<file path="config.mk">
export PLATFORM = sky130hd
export DESIGN_NAME = alu_seq
export DESIGN_NICKNAME = d
export VERILOG_FILES = /design/src/rtl/alu_seq.sv
export SDC_FILE = /design/constraint.sdc
export NUM_CORES = 1
export LEC_CHECK = 0
export BUFFER_PORTS_ARGS = -buffer_cell sky130_fd_sc_hd__buf_2
export CORE_UTILIZATION = 25
export CTS_CLUSTER_DIAMETER = 80
export DETAILED_ROUTE_END_ITERATION = 6
export PLACE_DENSITY = 0.39
export SLEW_MARGIN = 20
export SYNTH_ARGS = -nofsm -noshare
export SYNTH_HDL_FRONTEND = slang
export SYNTH_SLANG_ARGS = --single-unit
</file>
<file path="constraint.sdc">
create_clock -name clk -period 5.4 [get_ports clk]
set_input_delay 1.35 -clock clk [delete_from_list [all_inputs] [get_ports clk]]
set_output_delay 1.35 -clock clk [all_outputs]
set_load 0.1 [all_outputs]
</file>
<file path="src/rtl/alu_seq.sv">
// rtl/alu_seq.sv - multi-cycle ALU, valid/ready in and out, iterative radix-2 Booth MUL
// Optional sticky overflow flag (of_sticky/of_clr) enabled by defining ALU_STICKY_OF_EN.
module alu_seq #(
    parameter int WIDTH = 32,
    parameter int MUL_W = 16
) (
`ifdef ALU_STICKY_OF_EN
    input  logic             of_clr,
    output logic             of_sticky,
`endif
    input  logic             clk,
    input  logic             rst,
    input  logic             in_valid,
    output logic             in_ready,
    input  logic [WIDTH-1:0] A,
    input  logic [WIDTH-1:0] B,
    input  logic [2:0]       ALU_sel,
    output logic             out_valid,
    input  logic             out_ready,
    output logic [WIDTH-1:0] ALU_result,
    output logic             OF
);
    localparam int SW = $clog2(WIDTH);
    localparam int CW = $clog2(MUL_W + 1);

    localparam logic [2:0] OP_AND = 3'b000;
    localparam logic [2:0] OP_OR  = 3'b001;
    localparam logic [2:0] OP_ADD = 3'b010;
    localparam logic [2:0] OP_SLL = 3'b011;
    localparam logic [2:0] OP_MUL = 3'b100;
    localparam logic [2:0] OP_SRL = 3'b101;
    localparam logic [2:0] OP_SUB = 3'b110;
    localparam logic [2:0] OP_SLT = 3'b111;

    typedef enum logic [1:0] {S_IDLE, S_MUL, S_DONE} state_t;

    state_t                  state_q, state_d;
    logic [WIDTH-1:0]        result_q, result_d;
    logic                    of_q, of_d;
    logic [MUL_W:0]          acc_q, acc_d;
    logic [MUL_W:0]          m_q, m_d;
    logic [MUL_W-1:0]        mq_q, mq_d;
    logic                    q1_q, q1_d;
    logic [CW-1:0]           cnt_q, cnt_d;

    logic [WIDTH-1:0]        sum, diff, alu_r;
    logic                    add_of, sub_of, alu_of;
    logic [SW-1:0]           shamt;
    logic [MUL_W:0]          acc_sum, acc_sh;
    logic [MUL_W-1:0]        mq_sh;
    logic signed [2*MUL_W-1:0] product;

    always_comb begin
        sum    = A + B;
        diff   = A - B;
        add_of = (A[WIDTH-1] == B[WIDTH-1]) && (sum[WIDTH-1] != A[WIDTH-1]);
        sub_of = (A[WIDTH-1] != B[WIDTH-1]) && (diff[WIDTH-1] != A[WIDTH-1]);
        shamt  = B[SW-1:0];
        alu_r  = '0;
        alu_of = 1'b0;
        case (ALU_sel)
            OP_AND: alu_r = A & B;
            OP_OR:  alu_r = A | B;
            OP_ADD: begin alu_r = sum;  alu_of = add_of; end
            OP_SLL: alu_r = A << shamt;
            OP_SRL: alu_r = A >> shamt;
            OP_SUB: begin alu_r = diff; alu_of = sub_of; end
            OP_SLT: alu_r = {{(WIDTH-1){1'b0}}, ($signed(A) < $signed(B))};
            default: alu_r = '0;
        endcase
    end

    // Accumulator is one bit wider than M so that subtracting the most negative M cannot overflow.
    always_comb begin
        case ({mq_q[0], q1_q})
            2'b01:   acc_sum = acc_q + m_q;
            2'b10:   acc_sum = acc_q - m_q;
            default: acc_sum = acc_q;
        endcase
        acc_sh  = {acc_sum[MUL_W], acc_sum[MUL_W:1]};
        mq_sh   = {acc_sum[0], mq_q[MUL_W-1:1]};
        product = {acc_sh[MUL_W-1:0], mq_sh};
    end

    always_comb begin
        state_d   = state_q;
        result_d  = result_q;
        of_d      = of_q;
        acc_d     = acc_q;
        m_d       = m_q;
        mq_d      = mq_q;
        q1_d      = q1_q;
        cnt_d     = cnt_q;
        in_ready  = (state_q == S_IDLE);
        out_valid = (state_q == S_DONE);
        case (state_q)
            S_IDLE: begin
                if (in_valid) begin
                    if (ALU_sel == OP_MUL) begin
                        acc_d   = '0;
                        m_d     = {A[MUL_W-1], A[MUL_W-1:0]};
                        mq_d    = B[MUL_W-1:0];
                        q1_d    = 1'b0;
                        cnt_d   = CW'(MUL_W);
                        state_d = S_MUL;
                    end else begin
                        result_d = alu_r;
                        of_d     = alu_of;
                        state_d  = S_DONE;
                    end
                end
            end
            S_MUL: begin
                acc_d = acc_sh;
                mq_d  = mq_sh;
                q1_d  = mq_q[0];
                cnt_d = cnt_q - CW'(1);
                if (cnt_q == CW'(1)) begin
                    result_d = WIDTH'(product);
                    of_d     = 1'b0;
                    state_d  = S_DONE;
                end
            end
            S_DONE: begin
                if (out_ready) begin
                    state_d = S_IDLE;
                end
            end
            default: state_d = S_IDLE;
        endcase
    end

    always_ff @(posedge clk or posedge rst) begin
        if (rst) begin
            state_q  <= S_IDLE;
            result_q <= '0;
            of_q     <= 1'b0;
            acc_q    <= '0;
            m_q      <= '0;
            mq_q     <= '0;
            q1_q     <= 1'b0;
            cnt_q    <= '0;
        end else begin
            state_q  <= state_d;
            result_q <= result_d;
            of_q     <= of_d;
            acc_q    <= acc_d;
            m_q      <= m_d;
            mq_q     <= mq_d;
            q1_q     <= q1_d;
            cnt_q    <= cnt_d;
        end
    end

    assign ALU_result = result_q;
    assign OF         = of_q;

`ifdef ALU_STICKY_OF_EN
    logic sticky_q;

    // alu_of is only ever set for ADD/SUB, so an accepted op with alu_of means a completed overflow.
    always_ff @(posedge clk or posedge rst) begin
        if (rst) begin
            sticky_q <= 1'b0;
        end else if ((state_q == S_IDLE) && in_valid && alu_of) begin
            sticky_q <= 1'b1;
        end else if (of_clr) begin
            sticky_q <= 1'b0;
        end
    end

    assign of_sticky = sticky_q;
`endif

endmodule
</file>
# Word level (Yosys, flattened, before mapping)
# Cells that the tools add are included.
# word_totals
regBits	90
# op_classes
n_addsub	5
order_cmp	1
n_eq_ne	21
shifts	2
mux	28
bitwise	2
n_reduce_logical	9
# op_table
op	count
one-hot mux 32 bit (7 select lines)	1
two-way mux 32 bit	3
one-hot mux 17 bit (2 select lines)	2
one-hot mux 32 bit (2 select lines)	1
two-way mux 17 bit	2
adder 32 bit	1
AND 32 bit	1
less-than comparator 32 bit	1
two-way mux 16 bit	2
OR 32 bit	1
one-hot mux 16 bit (2 select lines)	1
left shift 32 x 5 -> 32 bit	1
right shift 32 x 5 -> 32 bit	1
subtractor 32 bit	1
adder 17 bit	1
subtractor 17 bit	1
equality test 3 bit (second input constant)	4
two-way mux 5 bit	2
one-hot mux 5 bit (2 select lines)	1
AND reduction 3 bit	3
two-way mux 2 bit	4
equality test 3 x 2 -> 1 bit (second input constant)	2
inequality test 2 bit (second input constant)	3
one-hot mux 1 bit (2 select lines)	3
15 further kinds	25

# Longest topological paths before layout
# Gate-level depths: netlist of run 1.
# depth
depth_word	7
ltp_mapped	16
depth_no_buf	15

# Worst setup path before layout of run 1
# OpenSTA, ideal clock, no wires.
# synth_path
path_type	input-to-reg
from	input B[2]
to	register result_q[26] (netlist: ALU_result[26])
arrival_ps	4693
required_time_ps	5267
setup_slack_ps	574
path_stages	16
n_path_buf	5
cell_sequence	buf_2 > inv_1 > buf_2 > buf_1 > buf_2 > ha_1 > buf_4 > nand2b_1 > a221oi_1 > a211o_1 > o21ai_2 > a2111oi_4 > mux2i_1 > nor2_1 > a2111oi_0 > nor2_1
# synth_between
elab_chain_cells	5
# synth_lines
element	line_no	source
from (decl)	16	input logic [WIDTH-1:0] B,
subtractor 32 bit, or another cell as far along	55	diff = A - B;
one-hot mux 32 bit (7 select lines) *	61	case (ALU_sel)
two-way mux 32 bit *	99	if (ALU_sel == OP_MUL) begin
two-way mux 32 bit *	98	if (in_valid) begin
one-hot mux 32 bit (2 select lines) *	96	case (state_q)
to (signal assigned)	145	result_q <= result_d;
to (decl)	38	logic [WIDTH-1:0] result_q, result_d;
# Every way passes the cells marked *; elsewhere a longest branch is shown, timed or not. The select of a mux whose other input is x is not followed.
# A chain may end at the register's enable or synchronous reset.

# Worst setup path after layout of run 1
# layout_path
from	input B[0]
to	register result_q[31] (netlist: ALU_result[31])
# Same word-level chain as after synthesis.

==> metrics.txt, run 1 <==
# TYPE chip_impl_metric gauge
chip_impl_metric{name="count_of_nets_after_finishing",unit=""} 2074
chip_impl_info{name="cp_cell_sequence",value="buf_4 > buf_4 > mux2i_1 > mux2i_1 > o21ai_0 > a21oi_1 > a211oi_1 > o31ai_1 > nor3_1 > o22ai_1"} 1
chip_impl_metric{name="final_weighted_congestion_of_routability_driven_global_placement",unit=""} 0.972
chip_impl_metric{name="post_synth_fa_ha_maj_area_fraction",unit=""} 0.118
chip_impl_metric{name="floorplan.rows",unit=""} 84
chip_impl_info{name="setup_repair_after_global_routing_missed_its_margin",value="no"} 1
chip_impl_info{name="dominant_combinational_cell_family_by_area_after_synthesis",value="compound AO/OA/AOI/OAI gates"} 1
chip_impl_metric{name="dp_cells",unit=""} 2554
chip_impl_metric{name="synth_cell_types",unit=""} 92
chip_impl_metric{name="synthesized_area_fraction_occupied_by_ao_oa_aoi_and_oai_cells",unit=""} 0.290
chip_impl_info{name="startpoint",value="B[0]"} 1
chip_impl_metric{name="synthesis.area_per_instance",unit="µm²"} 7.43
chip_impl_metric{name="postCtsSetupRepairBufs",unit=""} 0
chip_impl_metric{name="critical_path_buf_inv_count",unit=""} 2
chip_impl_metric{name="pwr_density_cell",unit="nW/µm²"} 407
chip_impl_metric{name="p_total",unit="mW"} 6.18
chip_impl_metric{name="fraction_of_final_layout_cells_with_drive_strength_greater_than_1",unit=""} 0.152
chip_impl_metric{name="critical_path.max_stage_delay",unit="ns"} 0.76
chip_impl_metric{name="drtAntennaViolNets",unit=""} 0
chip_impl_metric{name="synth_simple_gate_area_share",unit=""} 0.210
chip_impl_metric{name="port_buffers",unit=""} 105
chip_impl_metric{name="wl_per_cell",unit="µm"} 26.3
chip_impl_metric{name="synth-async-reset-ratio",unit=""} 1.00
chip_impl_metric{name="ctsHtreeMaxLevel",unit=""} 3
chip_impl_metric{name="area_growth_syn_to_layout",unit="%"} 12.5
chip_impl_info{name="tritoncts",value="built"} 1
chip_impl_info{name="holdCritStartpoint",value="ALU_result[6]"} 1
chip_impl_metric{name="finalWorstPathRequiredPeriod",unit="ns"} 4.60
chip_impl_metric{name="post_cts_resize_count",unit=""} 0
chip_impl_metric{name="worst-slew-pin-transition",unit="ns"} 0.972
chip_impl_metric{name="fin_setup_tns",unit="ns"} 0
chip_impl_info{name="mostFrequentLayoutCell",value="nand2_1"} 1
chip_impl_metric{name="syn_nets",unit=""} 2013
chip_impl_metric{name="boundaryPins",unit=""} 106
chip_impl_metric{name="critical_path.max_fanout",unit=""} 30
chip_impl_metric{name="post-route-drc-count",unit=""} 0
chip_impl_metric{name="place_worst_setup_slack",unit="ns"} 0.537
chip_impl_metric{name="ctsHoldBuffers",unit=""} 0
chip_impl_metric{name="detailedRoute.firstIterationViolations",unit=""} 1393
chip_impl_metric{name="chipWidth",unit="µm"} 234
chip_impl_metric{name="grt_first_pass_wirelength",unit="µm"} 97300
chip_impl_metric{name="detailed_routing_iterations_pass_1",unit=""} 5
chip_impl_metric{name="synth-xor-area-share",unit=""} 0.0285
chip_impl_metric{name="cts.reportedPaths.clkPinSlew",unit="ns"} 0.08
chip_impl_metric{name="tritoncts_num_sinks",unit=""} 89
chip_impl_info{name="critical_path.top_delay_family",value="compound AO/OA/AOI/OAI gates"} 1
chip_impl_metric{name="crit_required",unit="ns"} 5.63
chip_impl_metric{name="cells_after_synth",unit=""} 1816
chip_impl_metric{name="multi_input_area",unit="µm²"} 10300
chip_impl_metric{name="timing_max_transition_violations_final",unit=""} 0
chip_impl_metric{name="clock_path_buffers",unit=""} 2
chip_impl_info{name="timing.critical_path.to_type",value="flip-flop"} 1
chip_impl_metric{name="pin_count_of_the_biggest_net_entering_global_routing",unit=""} 76
chip_impl_metric{name="synth.yosys.seq_area_share",unit=""} 0.165
chip_impl_metric{name="slew-limit-headroom",unit=""} 0.335
chip_impl_metric{name="seqCellArea",unit="µm²"} 2230
chip_impl_metric{name="viasPerCell",unit=""} 5.70
chip_impl_info{name="worst_reg2reg_startpoint",value="q1_q"} 1
chip_impl_metric{name="dpl-instance-area",unit="µm²"} 14900
chip_impl_info{name="status",value="finished clean"} 1
chip_impl_metric{name="detailroute.via_count",unit=""} 14700
chip_impl_metric{name="timing.hold.ws",unit="ns"} 0.480
chip_impl_metric{name="core_region_area",unit="µm²"} 53000
chip_impl_metric{name="first_global_vias",unit=""} 13800
chip_impl_info{name="cts_root_buffer",value="clkbuf_16"} 1
chip_impl_metric{name="timing.max_cap.violations",unit=""} 0
chip_impl_metric{name="timing.final.hold_violations",unit=""} 0
chip_impl_metric{name="fin_util",unit=""} 0.287
chip_impl_metric{name="postSynthRegisterBits",unit=""} 89
chip_impl_metric{name="yosys_warnings",unit=""} 0
chip_impl_metric{name="final-setup-viol-count",unit=""} 0
chip_impl_info{name="top_ff_cell_synth",value="dfrtp_1"} 1
chip_impl_metric{name="hpwlAfterDp",unit="µm"} 54700
chip_impl_metric{name="setup_ws",unit="ns"} 0.801
chip_impl_metric{name="grt_antenna_before_repair",unit=""} 3
chip_impl_metric{name="clk_latency",unit="ns"} 0.37
chip_impl_metric{name="fp.dieArea",unit="µm²"} 54900
chip_impl_metric{name="timing.critical_path.arrival",unit="ns"} 4.83
chip_impl_info{name="crit_path_top_delay_cell",value="a211oi_1"} 1
chip_impl_metric{name="leakage",unit="nW"} 6.53
chip_impl_metric{name="totalWireLength",unit="µm"} 67500
chip_impl_info{name="final_cell_mix",value="nand2_1 (198), nor2_1 (197), a21oi_1 (158), o21ai_0 (135), ha_1 (123)"} 1
chip_impl_metric{name="cts_made_buffers",unit=""} 9
chip_impl_info{name="crit_type",value="input port to flip-flop"} 1
chip_impl_metric{name="post_synth_instance_area",unit="µm²"} 13500
chip_impl_metric{name="synth_mux_area_frac",unit=""} 0.116
chip_impl_metric{name="number_of_synthesized_flops_with_an_enable_pin",unit=""} 0
chip_impl_metric{name="track_usage",unit=""} 0.244
chip_impl_info{name="min_path_type",value="flip-flop to flip-flop"} 1
chip_impl_metric{name="clock_skew",unit="ns"} 0.0191
chip_impl_info{name="startpoint_type",value="input port"} 1
chip_impl_metric{name="die_h",unit="µm"} 234
chip_impl_metric{name="grt_remaining_overflow",unit=""} 0
chip_impl_metric{name="num-fill-cells",unit=""} 5877
chip_impl_metric{name="post-route-cell-area",unit="µm²"} 15200
chip_impl_metric{name="maxClockFrequency",unit="GHz"} 0.217
chip_impl_metric{name="final_min_period_over_clock_period",unit=""} 0.852
chip_impl_metric{name="initial_utilization",unit=""} 0.255
chip_impl_metric{name="final_cell_count_no_fill",unit=""} 2571
chip_impl_metric{name="ir_worst_vdd",unit="mV"} 0.214
## report_power, final
group / leakage [nW] / switching (mW) / internal, mW
sequential: 1.12 / 0.348 / 0.956
clock: 0.142 / 0.329 / 0.326
combinational: 5.27 / 2.95 / 1.27
total: 6.53 / 3.63 / 2.55
## worst min-delay path, delay by kind of cell (launching register included)
| kind | cells | cell delay [ns] |
|---|---|---|
| simple gates | 1 | 0.04 |
| flops | 1 | 0.35 |
| compound gates | 1 | 0.06 |
## path summary, 6_finish.rpt
| path | slack [ns] | to | cells past startpoint |
|---|---|---|---|
| worst max-delay path | 0.80 | ALU_result[31] | 10 |
| worst min-delay path | 0.48 | ALU_result[6] | 2 |
| worst max register to register | 1.13 | ALU_result[26] | 14 |
| worst min register to register | 0.48 | ALU_result[6] | 2 |
| max in group asynchronous | 3.26 | acc_q[12] | 3 |
| min in group asynchronous | 1.14 | ALU_result[10] | 2 |
## per-layer routing
| layer | up-vias | share of wire | track usage |
|---|---|---|---|
| li1 | 6786 | - | - |
| met1 | 7215 | 0.47 | 0.352 |
| met2 | 573 | 0.45 | 0.382 |
| met3 | 83 | 0.064 | 0.0300 |
| met4 | 0 | 0.024 | 0.0629 |
| met5 | - | 0 | 0 |
## cell families (layout without fill, tap and decap cells)
family	after synthesis	after routing
fa+ha+maj	126	126
xor+xnor	44	44
simple gates	614	614
compound gates	596	596
flops	89	89
mux	109	109
buf+inv	238	304
other cells	0	1
## cells in the mapped netlist, types with 24 or more instances
library cell / n / area share
a211oi_1: 39 / 0.022
mux2i_1: 55 / 0.041
nor3_1: 51 / 0.019
clkbuf_1: 67 / 0.019
dfrtp_1: 89 / 0.16
nor2_1: 197 / 0.055
ha_1: 123 / 0.11
mux4_2: 36 / 0.060
o21ai_0: 135 / 0.050
nand2_1: 198 / 0.055
a21oi_1: 158 / 0.059
nand3_1: 34 / 0.013
buf_2: 34 / 0.013
a31oi_1: 29 / 0.013
inv_1: 111 / 0.031
o211ai_1: 24 / 0.013
xnor2_1: 36 / 0.023
## flip-flops by register name, summed over array words and instances, names as in the netlist
signal	count
m_q	16
acc_q	16
state_q	2
ALU_result	32
cnt_q	5
OF	1
mq_q	16
q1_q	1
## final cells by class
type	count	area share
sequential	89	0.147
clock inverter	7	0.00461
clock buffer	9	0.0148
antenna	1	0.000165
timing repair buffer	173	0.0684
multi-input combinational	1489	0.680
inverter	115	0.0286
tap	688	0.0567
Power figures use the tool's default switching activity.
==> run 2, diff against run 1 <==
Settings changed: CTS_BUF_LIST set to sky130_fd_sc_hd__clkbuf_4 sky130_fd_sc_hd__clkbuf_8.
==> run 2 against run 1 <==
  * Register-to-register slack lost 0.15 ns
  * Utilization decreased by 0.19 points
  * Via count rose by 0.12%
  * Count of clock-buffer cells in the layout unchanged
  * Global-route usage about the same
  * Total power decreased by 2.7%
  * Final area decreased by 0.67%
  * Sequential share of layout area grew 0.099 points
  * Non-clock buffer count is the same
  * Critical endpoint unchanged
  * Highest routed layer unchanged
==> metrics.txt, run 2 (synthesis results as in run 1) <==
# TYPE chip_impl_metric gauge
chip_impl_metric{name="ctsHoldBuffers",unit=""} 0
chip_impl_info{name="holdCritStartpoint",value="ALU_result[6]"} 1
chip_impl_metric{name="slew-limit-headroom",unit=""} 0.330
chip_impl_metric{name="count_of_nets_after_finishing",unit=""} 2074
chip_impl_metric{name="clk_latency",unit="ns"} 0.41
chip_impl_info{name="timing.critical_path.to_type",value="flip-flop"} 1
chip_impl_info{name="r2r_end",value="ALU_result[26]"} 1
chip_impl_info{name="mostFrequentLayoutCell",value="nand2_1"} 1
chip_impl_metric{name="fp.dieArea",unit="µm²"} 54900
chip_impl_metric{name="boundaryPins",unit=""} 106
chip_impl_metric{name="critical_path_buf_inv_count",unit=""} 2
chip_impl_metric{name="timing.max_cap.violations",unit=""} 0
chip_impl_metric{name="floorplan.rows",unit=""} 84
chip_impl_metric{name="num-fill-cells",unit=""} 5886
chip_impl_metric{name="worst-slew-pin-transition",unit="ns"} 0.994
chip_impl_metric{name="chipWidth",unit="µm"} 234
chip_impl_metric{name="final_min_period_over_clock_period",unit=""} 0.848
chip_impl_metric{name="track_usage",unit=""} 0.244
chip_impl_info{name="startpoint",value="B[0]"} 1
chip_impl_metric{name="cts.reportedPaths.clkPinSlew",unit="ns"} 0.11
chip_impl_metric{name="detailroute.via_count",unit=""} 14700
chip_impl_metric{name="postCtsSetupRepairBufs",unit=""} 0
chip_impl_metric{name="tritoncts_num_sinks",unit=""} 89
chip_impl_metric{name="worst-r2r-cell-count",unit=""} 14
chip_impl_metric{name="timing.hold.ws",unit="ns"} 0.488
chip_impl_metric{name="grt_remaining_overflow",unit=""} 0
chip_impl_info{name="worst_reg2reg_startpoint",value="q1_q"} 1
chip_impl_metric{name="initial_utilization",unit=""} 0.255
chip_impl_info{name="min_path_type",value="flip-flop to flip-flop"} 1
chip_impl_metric{name="fin_util",unit=""} 0.285
chip_impl_info{name="status",value="finished clean"} 1
chip_impl_info{name="grt.busiest_layer",value="met2"} 1
chip_impl_info{name="final_cell_mix",value="nand2_1 (198), nor2_1 (197), a21oi_1 (158), o21ai_0 (135), ha_1 (123)"} 1
chip_impl_metric{name="port_buffers",unit=""} 105
chip_impl_metric{name="ir_worst_vdd",unit="mV"} 0.214
chip_impl_metric{name="timing.final.hold_violations",unit=""} 0
chip_impl_metric{name="die_h",unit="µm"} 234
chip_impl_metric{name="timing_max_transition_violations_final",unit=""} 0
chip_impl_metric{name="setup_ws",unit="ns"} 0.821
chip_impl_metric{name="fraction_of_final_layout_cells_with_drive_strength_greater_than_1",unit=""} 0.152
chip_impl_metric{name="cts_made_buffers",unit=""} 9
chip_impl_info{name="crit_path_end",value="ALU_result[31]"} 1
chip_impl_metric{name="clock_path_buffers",unit=""} 2
chip_impl_metric{name="first_global_vias",unit=""} 13800
chip_impl_metric{name="post-route-drc-count",unit=""} 0
chip_impl_metric{name="drtAntennaViolNets",unit=""} 0
chip_impl_info{name="startpoint_type",value="input port"} 1
chip_impl_metric{name="hpwlAfterDp",unit="µm"} 54700
chip_impl_metric{name="post_cts_resize_count",unit=""} 0
chip_impl_info{name="crit_type",value="input port to flip-flop"} 1
chip_impl_metric{name="wl_per_cell",unit="µm"} 26.3
chip_impl_metric{name="groute.layer.met3.usage",unit=""} 0.0291
chip_impl_metric{name="area_growth_syn_to_layout",unit="%"} 11.7
chip_impl_metric{name="fin_setup_tns",unit="ns"} 0
chip_impl_metric{name="critical_path.max_fanout",unit=""} 30
chip_impl_info{name="tritoncts",value="built"} 1
chip_impl_info{name="setup_repair_after_global_routing_missed_its_margin",value="no"} 1
chip_impl_metric{name="final_weighted_congestion_of_routability_driven_global_placement",unit=""} 0.972
chip_impl_metric{name="finalWorstPathRequiredPeriod",unit="ns"} 4.58
chip_impl_metric{name="critical_path.max_stage_delay",unit="ns"} 0.76
chip_impl_metric{name="maxClockFrequency",unit="GHz"} 0.218
chip_impl_metric{name="grt_antenna_before_repair",unit=""} 3
chip_impl_metric{name="clock_skew",unit="ns"} 0.0244
chip_impl_metric{name="leakage",unit="nW"} 6.48
chip_impl_metric{name="regToRegSetupSlack",unit="ns"} 0.98
chip_impl_metric{name="cp_num_cells",unit=""} 10
chip_impl_metric{name="place_worst_setup_slack",unit="ns"} 0.537
chip_impl_metric{name="detailedRoute.firstIterationViolations",unit=""} 1420
chip_impl_metric{name="core_region_area",unit="µm²"} 53000
chip_impl_metric{name="viasPerCell",unit=""} 5.71
chip_impl_metric{name="largest_register_ffs",unit=""} 32
chip_impl_metric{name="ctsHtreeMaxLevel",unit=""} 3
chip_impl_metric{name="gr-usage-met2",unit=""} 0.383
chip_impl_metric{name="pwr_density_cell",unit="nW/µm²"} 399
chip_impl_info{name="cts_root_buffer",value="clkbuf_8"} 1
chip_impl_metric{name="globalRouteMet1Util",unit=""} 0.353
chip_impl_metric{name="detailed_routing_iterations_pass_1",unit=""} 6
chip_impl_metric{name="p_total",unit="mW"} 6.01
chip_impl_info{name="crit_path_top_delay_cell",value="a211oi_1"} 1
chip_impl_info{name="cp_cell_sequence",value="buf_4 > buf_4 > mux2i_1 > mux2i_1 > o21ai_0 > a21oi_1 > a211oi_1 > o31ai_1 > nor3_1 > o22ai_1"} 1
chip_impl_metric{name="crit_required",unit="ns"} 5.68
chip_impl_metric{name="grt_first_pass_wirelength",unit="µm"} 97300
chip_impl_metric{name="pin_count_of_the_biggest_net_entering_global_routing",unit=""} 76
chip_impl_metric{name="timing.critical_path.arrival",unit="ns"} 4.86
chip_impl_metric{name="final-setup-viol-count",unit=""} 0
chip_impl_info{name="critical_path.top_delay_family",value="compound AO/OA/AOI/OAI gates"} 1
chip_impl_metric{name="totalWireLength",unit="µm"} 67600
## run 2: worst min path at each step
stage / end / slack, ns / depth (start not counted)
floorplan: mq_q[12] / 0.45 / 2
global placement: ALU_result[6] / 0.46 / 2
detailed placement: ALU_result[6] / 0.47 / 2
CTS: ALU_result[6] / 0.49 / 2
global route: ALU_result[6] / 0.52 / 2
finish: ALU_result[6] / 0.49 / 2
## run 2: tightest hold or removal path: stages, from the launching register on
cell	delay, ns
dfrtp_1	0.36
nand2_1	0.04
o21ai_0	0.06
## run 2: through the flow
stage	cells	area (µm²)
2_1_floorplan	1816	13500
3_3_place_gp	2554	14900
3_5_place_dp	2554	14900
4_1_cts	2570	15100
5_1_grt	2570	15100
6_report	2571	15100
## run 2: cell type report
class,count,area (µm²),area share
multi-input combinational,1489,10300,0.685
timing repair buffer,173,1040,0.0689
inverter,115,434,0.0288
clock buffer,9,124,0.00821
antenna,1,2.50,0.000166
tap,688,861,0.0571
clock inverter,7,70.1,0.00465
sequential,89,2230,0.148
## run 2: report_power, final
part	internal [mW]	switching (mW)	leakage (nW)
combinational	1.27	2.96	5.27
clock	0.180	0.307	0.0955
sequential	0.954	0.348	1.12
## run 2: per-layer routing
metal	share of wire	wire length, µm
met1	0.47	31800
met2	0.45	30200
met3	0.060	4060
met4	0.022	1520
met5	0	0
==> run 3, diff against run 2 <==
Settings changed: ABC_AREA set to 1.
Clock period 5.4 ns to 4.8 ns, I/O delays scaled along.
==> run 3 against run 2 <==
  * Clock skew shrank 0.0082 ns
  * Utilization shrank 0.44 points
  * Final area grew 5.6%
  * Die area grew 7.2%
  * Clock power grew 23%
  * Worst setup slack lost 0.13 ns
  * Sequential power grew 12%
  * Highest routed layer unchanged
==> metrics.txt, run 3 <==
# TYPE chip_impl_metric gauge
chip_impl_info{name="status",value="finished clean"} 1
chip_impl_metric{name="clkPwrFrac",unit=""} 0.078
chip_impl_metric{name="ctsHoldBuffers",unit=""} 0
chip_impl_metric{name="finalWorstPathRequiredPeriod",unit="ns"} 4.11
chip_impl_metric{name="diodes",unit=""} 0
chip_impl_info{name="crit_path_top_delay_cell",value="nor3_1"} 1
chip_impl_metric{name="viasPerCell",unit=""} 5.12
chip_impl_info{name="crit_type",value="input port to flip-flop"} 1
chip_impl_metric{name="cells_after_synth",unit=""} 2621
chip_impl_metric{name="grt_remaining_overflow",unit=""} 0
chip_impl_metric{name="dpl-instance-area",unit="µm²"} 15700
chip_impl_metric{name="post-route-cell-area",unit="µm²"} 15900
chip_impl_metric{name="port_buffers",unit=""} 105
chip_impl_info{name="cts_root_buffer",value="clkbuf_8"} 1
chip_impl_metric{name="clock_path_buffers",unit=""} 2
chip_impl_metric{name="proportion_of_power_drawn_by_flip_flops_and_latches",unit=""} 0.190
chip_impl_info{name="top_ff_cell_synth",value="dfrtp_1"} 1
chip_impl_metric{name="ctsHtreeMaxLevel",unit=""} 3
chip_impl_metric{name="critical_path.max_stage_delay",unit="ns"} 0.61
chip_impl_metric{name="post-route-drc-count",unit=""} 0
chip_impl_metric{name="fin_util",unit=""} 0.280
chip_impl_metric{name="p_total",unit="mW"} 7.64
chip_impl_metric{name="internal-power",unit="mW"} 2.84
chip_impl_metric{name="leakage",unit="nW"} 8.51
chip_impl_metric{name="post_synth_instance_area",unit="µm²"} 14500
chip_impl_metric{name="track_usage",unit=""} 0.260
chip_impl_metric{name="initial_utilization",unit=""} 0.255
chip_impl_info{name="mostFrequentLayoutCell",value="nand2_1"} 1
chip_impl_metric{name="number_of_synthesized_flops_with_an_enable_pin",unit=""} 0
chip_impl_metric{name="synth-async-reset-ratio",unit=""} 1.00
chip_impl_metric{name="ir_worst_vdd",unit="mV"} 0.505
chip_impl_metric{name="net_switching_power_of_the_design",unit="mW"} 4.79
chip_impl_metric{name="boundaryPins",unit=""} 106
chip_impl_metric{name="die_h",unit="µm"} 243
chip_impl_metric{name="first_global_vias",unit=""} 16800
chip_impl_info{name="synth_top_cells_by_count",value="nand2_1 (769), nand3_1 (396), inv_1 (341), nor2_1 (273), a21oi_1 (173)"} 1
chip_impl_metric{name="timing_max_transition_violations_final",unit=""} 0
chip_impl_metric{name="maxClockFrequency",unit="GHz"} 0.243
chip_impl_metric{name="postCtsSetupRepairBufs",unit=""} 0
chip_impl_metric{name="final-setup-viol-count",unit=""} 0
chip_impl_metric{name="combinational_share_of_power",unit=""} 0.732
chip_impl_info{name="yosys-top-cells-area",value="nand2_1 (20%), dfrtp_1 (15%), nand3_1 (14%), ha_1 (11%), inv_1 (8.8%)"} 1
chip_impl_metric{name="pin_count_of_the_biggest_net_entering_global_routing",unit=""} 71
chip_impl_metric{name="core_region_area",unit="µm²"} 56800
chip_impl_info{name="final_cell_mix",value="nand2_1 (768), nand3_1 (396), inv_1 (340), nor2_1 (273), a21oi_1 (173)"} 1
chip_impl_metric{name="detailroute.via_count",unit=""} 17500
chip_impl_metric{name="final_weighted_congestion_of_routability_driven_global_placement",unit=""} 0.975
chip_impl_metric{name="fin_setup_tns",unit="ns"} 0
chip_impl_info{name="cp_cell_sequence",value="buf_2 > inv_1 > ha_1 > nor2_1 > inv_1 > nor3_1 > nand2_1 > nand2_1 > nand2_1 > nand2_1 > nand2_1 > nand3_1 > nand3_1 > nand2_1 > nand2_1 > a21oi_1"} 1
chip_impl_metric{name="postSynthRegisterBits",unit=""} 89
chip_impl_metric{name="final_min_period_over_clock_period",unit=""} 0.857
chip_impl_metric{name="slew-limit-headroom",unit=""} 0.346
chip_impl_info{name="startpoint_type",value="input port"} 1
chip_impl_metric{name="fp.dieArea",unit="µm²"} 58900
chip_impl_metric{name="grt_antenna_before_repair",unit=""} 0
chip_impl_metric{name="cts.reportedPaths.clkPinSlew",unit="ns"} 0.10
chip_impl_metric{name="synth_cell_types",unit=""} 44
chip_impl_metric{name="hpwlAfterDp",unit="µm"} 64900
chip_impl_metric{name="detailedRoute.firstIterationViolations",unit=""} 1786
chip_impl_info{name="tritoncts",value="built"} 1
chip_impl_metric{name="detailed_routing_iterations_pass_1",unit=""} 6
chip_impl_metric{name="timing.critical_path.arrival",unit="ns"} 4.45
chip_impl_metric{name="post_cts_resize_count",unit=""} 0
chip_impl_metric{name="tritoncts_num_sinks",unit=""} 89
chip_impl_metric{name="area_growth_syn_to_layout",unit="%"} 9.98
chip_impl_metric{name="syn_nets",unit=""} 2818
chip_impl_metric{name="synth.yosys.seq_area_share",unit=""} 0.154
chip_impl_metric{name="clk_latency",unit="ns"} 0.42
chip_impl_metric{name="worst-slew-pin-transition",unit="ns"} 0.977
chip_impl_info{name="yosys.area.top_type",value="nand2_1"} 1
chip_impl_metric{name="synthesis.area_per_instance",unit="µm²"} 5.53
chip_impl_info{name="min_path_type",value="flip-flop to flip-flop"} 1
chip_impl_metric{name="yosys_warnings",unit=""} 0
chip_impl_metric{name="floorplan.rows",unit=""} 87
chip_impl_metric{name="critical_path_buf_inv_count",unit=""} 3
chip_impl_metric{name="largest_register_ffs",unit=""} 32
chip_impl_metric{name="chipWidth",unit="µm"} 243
chip_impl_info{name="timing.critical_path.to_type",value="flip-flop"} 1
chip_impl_info{name="worst_path_most_repeated_cell",value="nand2_1"} 1
chip_impl_metric{name="timing.final.hold_violations",unit=""} 0
chip_impl_metric{name="pwr_density_cell",unit="nW/µm²"} 479
chip_impl_metric{name="critical_path.max_fanout",unit=""} 8
chip_impl_metric{name="switching_share",unit=""} 0.628
chip_impl_metric{name="crit_required",unit="ns"} 5.14
chip_impl_info{name="most_frequent_cell_after_synthesis",value="nand2_1"} 1
chip_impl_metric{name="count_of_nets_after_finishing",unit=""} 2856
chip_impl_metric{name="grt_first_pass_wirelength",unit="µm"} 114000
chip_impl_metric{name="wl_per_cell",unit="µm"} 22.9
chip_impl_info{name="critical_path.top_delay_family",value="simple AND/OR/NAND/NOR gates"} 1
chip_impl_info{name="setup_repair_after_global_routing_missed_its_margin",value="no"} 1
chip_impl_metric{name="fraction_of_final_layout_cells_with_drive_strength_greater_than_1",unit=""} 0.0702
chip_impl_metric{name="timing.max_cap.violations",unit=""} 0
chip_impl_metric{name="synth_top_area_share",unit=""} 0.199
chip_impl_metric{name="totalWireLength",unit="µm"} 78200
chip_impl_metric{name="drtAntennaViolNets",unit=""} 0
chip_impl_metric{name="clock_skew",unit="ns"} 0.0162
chip_impl_metric{name="cts_made_buffers",unit=""} 9
[run 3: cell types whose count changed after synthesis, moves of 29 or more]
cell      previous run  this run
clkbuf_1            67        37
nand2_1            198       769
xnor2_1             36         1
nor3_1              51        22
nand3_1             34       396
nor2_1             197       273
a211oi_1            39         2
mux2i_1             55         0
mux4_2              36         0
inv_1              111       341
[run 3: power by group through the flow]
stage	clock network [mW]	logic, mW	registers [mW]
4_1_cts	0.619	5.62	1.45
2_1_floorplan	0	3.12	2.36
5_1_grt	0.639	6.17	1.50
3_5_place_dp	0	5.60	1.47
6_report	0.599	5.59	1.45
3_3_place_gp	0	5.62	1.47
[run 3: metal layers]
metal,up-vias,part of all wire,global-route usage
met5,-,0,0
met4,0,0.035,0.0881
met3,96,0.044,0.0193
met2,641,0.46,0.434
met1,8228,0.46,0.350
li1,8554,-,-
[run 3: area by class of cell]
cell class	count	area [µm²]
clock buffers	9	124
repair buffers	144	831
flip-flops and latches	89	2230
inverters	350	1320
fillers	6758	40900
clock inverters	7	86.3
multi-input cells	2065	10400
well taps	756	946
[run 3: worst paths after layout]
path / from / end / slack, ns / cells after the start
max: A[6] / ALU_result[0] / 0.69 / 16
min: m_q[6] / m_q[6] / 0.50 / 2
max reg2reg: mq_q[0] / ALU_result[27] / 1.16 / 15
min reg2reg: m_q[6] / m_q[6] / 0.50 / 2
max in group asynchronous: rst / cnt_q[3] / 3.15 / 3
min in group asynchronous: rst / acc_q[12] / 0.77 / 2
[run 3: logic make-up after synthesis]
group	synth area share
AO/OA/AOI/OAI	0.149
XOR/XNOR	0.0121
adder cells (fa/ha/maj)	0.110
buffers and inverters	0.129
flip-flops	0.154
AND/OR/NAND/NOR	0.446
[run 3: worst min-delay path: stages (launching register included)]
cell and delay (ns):
dfrtp_1 0.36, nand2_1 0.05, o21ai_0 0.06
[run 3: through the flow]
step	setup WS (ns)	std cells	hold WS, ns
global route	0.591	3420	0.533
detailed placement	0.388	3404	0.478
CTS	0.826	3420	0.503
finish	0.688	3420	0.500
global placement	0.435	3404	0.479
floorplan	1.29	2621	0.453
